<file path="config.mk">
export PLATFORM = sky130hd
export DESIGN_NAME = draw_sequencer
export DESIGN_NICKNAME = d
export VERILOG_FILES = /design/src/rtl/draw_sequencer.sv
export SDC_FILE = /design/constraint.sdc
export NUM_CORES = 1
export LEC_CHECK = 0
export CAP_MARGIN = 20
export CORE_MARGIN = 3
export CORE_UTILIZATION = 56
export DETAILED_ROUTE_END_ITERATION = 6
export GPL_TIMING_DRIVEN = 0
export PLACE_DENSITY = 0.88
export SETUP_SLACK_MARGIN = 0.1
export SLEW_MARGIN = 20
export SYNTH_ARGS = -nofsm -noshare
export SYNTH_HDL_FRONTEND = slang
export SYNTH_SLANG_ARGS = --single-unit
</file>
<file path="constraint.sdc">
create_clock -name clk -period 1.85 [get_ports clk]
set_input_delay 0.2775 -clock clk [delete_from_list [all_inputs] [get_ports clk]]
set_output_delay 0.2775 -clock clk [all_outputs]
set_load 0.01 [all_outputs]
</file>
<file path="src/rtl/draw_sequencer.sv">
// Command sequencer for the rectangle draw stage. It runs an erase sweep after reset,
// then reconciles the press display with press_state and services garbage requests.
module draw_sequencer #(
  parameter int DONE_TIMEOUT = 4096
) (
  input  logic       clk,
  input  logic       reset_n,
  input  logic [3:0] press_state,
  input  logic       gar_req,
  input  logic       gar_show,
  input  logic [1:0] gar_pos,
  input  logic       draw_done,
  output logic       item,
  output logic       erase,
  output logic [1:0] position,
  output logic       draw_start,
  output logic       gar_ack,
  output logic       busy,
  output logic       draw_err
);

  localparam int CNT_W = (DONE_TIMEOUT > 1) ? $clog2(DONE_TIMEOUT) : 1;
  localparam logic [CNT_W-1:0] CNT_LAST = CNT_W'(DONE_TIMEOUT - 1);

  typedef enum logic [1:0] {ST_INIT_LOAD, ST_ISSUE, ST_WAIT, ST_IDLE} state_t;
  typedef enum logic [1:0] {SRC_INIT, SRC_PRESS, SRC_GAR} src_t;

  state_t           state_q, state_d;
  src_t             src_q, src_d;
  logic [3:0]       shadow_q, shadow_d;
  logic [2:0]       init_cnt_q, init_cnt_d;
  logic [CNT_W-1:0] tcnt_q, tcnt_d;
  logic             item_q, item_d;
  logic             erase_q, erase_d;
  logic [1:0]       position_q, position_d;
  logic             draw_start_q, draw_start_d;
  logic             gar_ack_q, gar_ack_d;
  logic             busy_q, busy_d;
  logic             draw_err_q, draw_err_d;

  logic [3:0]       diff;
  logic [1:0]       low_idx;

  always_comb begin
    state_d      = state_q;
    src_d        = src_q;
    shadow_d     = shadow_q;
    init_cnt_d   = init_cnt_q;
    tcnt_d       = tcnt_q;
    item_d       = item_q;
    erase_d      = erase_q;
    position_d   = position_q;
    draw_err_d   = draw_err_q;
    draw_start_d = 1'b0;
    gar_ack_d    = 1'b0;

    // Lowest index where the screen disagrees with the requested press state
    diff    = press_state ^ shadow_q;
    low_idx = 2'd0;
    for (int i = 3; i >= 0; i--) begin
      if (diff[i]) low_idx = 2'(i);
    end

    case (state_q)
      ST_INIT_LOAD: begin
        item_d       = ~init_cnt_q[2];
        position_d   = init_cnt_q[1:0];
        erase_d      = 1'b1;
        src_d        = SRC_INIT;
        draw_start_d = 1'b1;
        state_d      = ST_ISSUE;
      end
      ST_ISSUE: begin
        tcnt_d  = '0;
        state_d = ST_WAIT;
      end
      ST_WAIT: begin
        if (draw_done || tcnt_q == CNT_LAST) begin
          if (!draw_done) draw_err_d = 1'b1;
          state_d = ST_IDLE;
          case (src_q)
            SRC_INIT: begin
              init_cnt_d = init_cnt_q + 3'd1;
              if (init_cnt_q != 3'd7) state_d = ST_INIT_LOAD;
            end
            SRC_PRESS: shadow_d[position_q] = ~erase_q;
            default:   gar_ack_d = 1'b1;
          endcase
        end else begin
          tcnt_d = tcnt_q + CNT_W'(1);
        end
      end
      default: begin
        // Garbage requests outrank press reconciliation
        if (gar_req) begin
          item_d       = 1'b0;
          position_d   = gar_pos;
          erase_d      = ~gar_show;
          src_d        = SRC_GAR;
          draw_start_d = 1'b1;
          state_d      = ST_ISSUE;
        end else if (diff != 4'd0) begin
          item_d       = 1'b1;
          position_d   = low_idx;
          erase_d      = ~press_state[low_idx];
          src_d        = SRC_PRESS;
          draw_start_d = 1'b1;
          state_d      = ST_ISSUE;
        end
      end
    endcase

    busy_d = (state_d != ST_IDLE);
  end

  always_ff @(posedge clk or negedge reset_n) begin
    if (!reset_n) begin
      state_q      <= ST_INIT_LOAD;
      src_q        <= SRC_INIT;
      shadow_q     <= 4'd0;
      init_cnt_q   <= 3'd0;
      tcnt_q       <= '0;
      item_q       <= 1'b1;
      erase_q      <= 1'b1;
      position_q   <= 2'd0;
      draw_start_q <= 1'b0;
      gar_ack_q    <= 1'b0;
      busy_q       <= 1'b1;
      draw_err_q   <= 1'b0;
    end else begin
      state_q      <= state_d;
      src_q        <= src_d;
      shadow_q     <= shadow_d;
      init_cnt_q   <= init_cnt_d;
      tcnt_q       <= tcnt_d;
      item_q       <= item_d;
      erase_q      <= erase_d;
      position_q   <= position_d;
      draw_start_q <= draw_start_d;
      gar_ack_q    <= gar_ack_d;
      busy_q       <= busy_d;
      draw_err_q   <= draw_err_d;
    end
  end

  assign item       = item_q;
  assign erase      = erase_q;
  assign position   = position_q;
  assign draw_start = draw_start_q;
  assign gar_ack    = gar_ack_q;
  assign busy       = busy_q;
  assign draw_err   = draw_err_q;

endmodule

</file>
==> results.ini <==
[run_status]
status=finished clean

[yosys]
synth.top_cell.area_share_pct=38.9
yosys.cell_count.top_type=dfrtp_1
synth_edf_count=0
synth.cell_area_um2=1800
ys.flop_type=dfrtp_1
yosys.area.top_type=dfrtp_1
syn_area_per_cell_um2=10.3
ys_top_cells_by_count=28 x dfrtp_1, 19 x nor2_1, 10 x xnor2_1
ys_top_cells_by_area=dfrtp_1 39%, ha_1 4.9%, xnor2_1 4.9%, dfstp_2 4.4%, nor2_1 4.0%
yosysWarnings=0
netlist_instances=174
syn_nets=192
synthArstFlopShare_pct=100
ys_seq_area_share_pct=43.3
ys_ff_latch=31
ys_types=47

[sta]
fmax_mhz=553
tns_ns=0
rsz0062_at_grt=true
drv_slew=0
fin_ws_ns=0.0414
tightest_slew_ns=0.689
whs_ns=0.471
setup-violations-final=0
min_period_over_period_pct=97.8
finalClockSkew_ns=0.0101
min_period_ns=1.81
hold_viol=0
slew_headroom_pct=54.1

[placement]
gp_congestion=0.807
dp_worst_setup_slack_ns=-0.366
place_area_um2=2030
placedCellCount=234
port_buffers=18
hpwl_mm=2.70

[worst_setup_path]
cp_max_fo=10
required_ns=2.06
slowest_delay_ns=0.41
critPathKind=flop to flop
reg2reg_depth=8
cp_data_arrival_time_ns=2.02
path_cells=ha_2 -> nand3_4 -> nor4_4 -> buf_4 -> buf_6 -> nor2_2 -> a21oi_2 -> a21oi_1
end_kind=flop
slowest_stage=dfrtp_1
cp-start-kind=flop

[clock_tree]
cts_buffers=5
clock_path_buffers=2
clk_latency_ns=0.34
cts.sinks=31
ctsHtreeMaxLevel=2
cts_tree=built
cts.clk_slew.worst_paths_ns=0.10
root_buffer=clkbuf_4

[power]
powerDensity_nw_per_um2=1340
vdd_drop_max_uv=940
total_power_mw=3.10
p_leak_nw=1.02

[detailed_routing]
drtPass1Iterations=4
via_per_inst=6.15
first_iter_violations=106
num_vias=1551
ant_nets=0
wl_per_cell_um=18.9
drc=0
wirelength_mm=4.76

[final_layout]
finalNetCount=227
utilization_pct=79.6
drive_gt1_share_pct=27.1
fin_cells=252
antenna_cells_inserted=0
syn_to_final_growth_pct=28.2
post-route-cell-area_um2=2310

[global_routing]
grt_pass1_wl_mm=7.03
antenna_found_initial=0
track_usage_pct=22.8
grt-ovfl-total=0
grt_pass1_vias=1482
grt_max_degree=32

[floorplan]
initial_core_util_pct=62.1
rows=19
dieArea_um2=3930
fp.coreArea_um2=2900
die_h_um=62.7
die_w_um=62.7
pin_count=19

[worst_hold_path]
hold_class=flop to flop
whs_path_depth=1

[flow_run]
drv_cap=0

-- per-layer routing --
| metal | track usage, % | vias up | wire length [um] |
|---|---|---|---|
| met2 | 37.9 | 68 | 2450 |
| met1 | 29.3 | 770 | 1860 |
| met5 | 0 | - | 0 |
| met3 | 3.96 | 23 | 286 |
| li1 | - | 690 | - |
| met4 | 9.37 | 0 | 167 |
-- path summary, 6_finish.rpt --
kind / startpoint / end / slack, ns
worst max register to register: tcnt_q[1]$_DFFE_PN0P_ / state_q[1]$_DFF_PN0_ / 0.04
worst max-delay path: tcnt_q[1]$_DFFE_PN0P_ / state_q[1]$_DFF_PN0_ / 0.04
max in group asynchronous: reset_n / shadow_q[3]$_DFFE_PN0P_ / 0.85
worst min register to register: draw_err$_DFFE_PN0P_ / draw_err$_DFFE_PN0P_ / 0.47
worst min-delay path: draw_err$_DFFE_PN0P_ / draw_err$_DFFE_PN0P_ / 0.47
min in group asynchronous: reset_n / tcnt_q[1]$_DFFE_PN0P_ / 0.51
-- final cells by class --
type | count | area [um2]
well taps | 42 | 52.6
multi-input cells | 131 | 1100
flip-flops and latches | 31 | 783
plain buffers | 4 | 25.0
clock buffers | 5 | 37.5
clock inverters | 3 | 15.0
inverters | 7 | 26.3
fillers | 176 | 592
repair buffers | 29 | 270
-- sequential cells by signal (all words and copies together), names as in the netlist, 2 cells and up --
name and count:
shadow_q 4, position 2, state_q 2, init_cnt_q 3
src_q 2, tcnt_q 12
-- where the power goes --
group / switching, mW / internal (mW)
clock: 0.240 / 0.141
sequential: 0.230 / 0.904
combinational: 0.843 / 0.741
total: 1.31 / 1.79
-- worst max-delay path: cells and delay by family (launching register included) --
family                   cells  cell delay [ns]
flip-flops                   1             0.41
AND/OR/NAND/NOR              3             0.38
buffers and inverters        2             0.34
AO/OA/AOI/OAI                2             0.32
adder cells (fa/ha/maj)      1             0.23
-- placed cells by master, fill, tap and decap left out, types with 4 or more instances in the layout --
cell,synthesis,final
nand2b_1,4,4
clkbuf_4,0,5
clkdlybuf4s50_1,0,13
ha_1,7,5
nor2b_1,5,4
inv_1,7,6
dfrtp_1,28,25
o21ai_0,7,6
a21oi_1,9,9
nor2_1,19,18
mux2i_1,5,5
buf_4,1,9
nand2_1,9,9
mux2_2,5,5
xnor2_1,10,9
-- kinds of logic (layout without fill, tap and decap cells) --
| kind of cell | Yosys count | in the layout | synth area share [%] |
|---|---|---|---|
| adder cells (fa/ha/maj) | 8 | 8 | 5.42 |
| buffers and inverters | 12 | 48 | 2.78 |
| XOR/XNOR | 15 | 15 | 7.30 |
| multiplexers | 12 | 12 | 7.57 |
| flip-flops | 31 | 31 | 43.3 |
| AO/OA/AOI/OAI | 33 | 33 | 12.6 |
| AND/OR/NAND/NOR | 63 | 63 | 21.1 |
-- timing repair --
item / CTS / global route
setup endpoints to repair: 17 / 27
setup buffers: 5 / 5
resized for setup: 11 / 23
hold buffers: 1 / 0
cloned: 0 / 0
pin swaps: 3 / 14
endpoints found under the hold margin: 28 / 0
(Power assumes the default switching activity.)
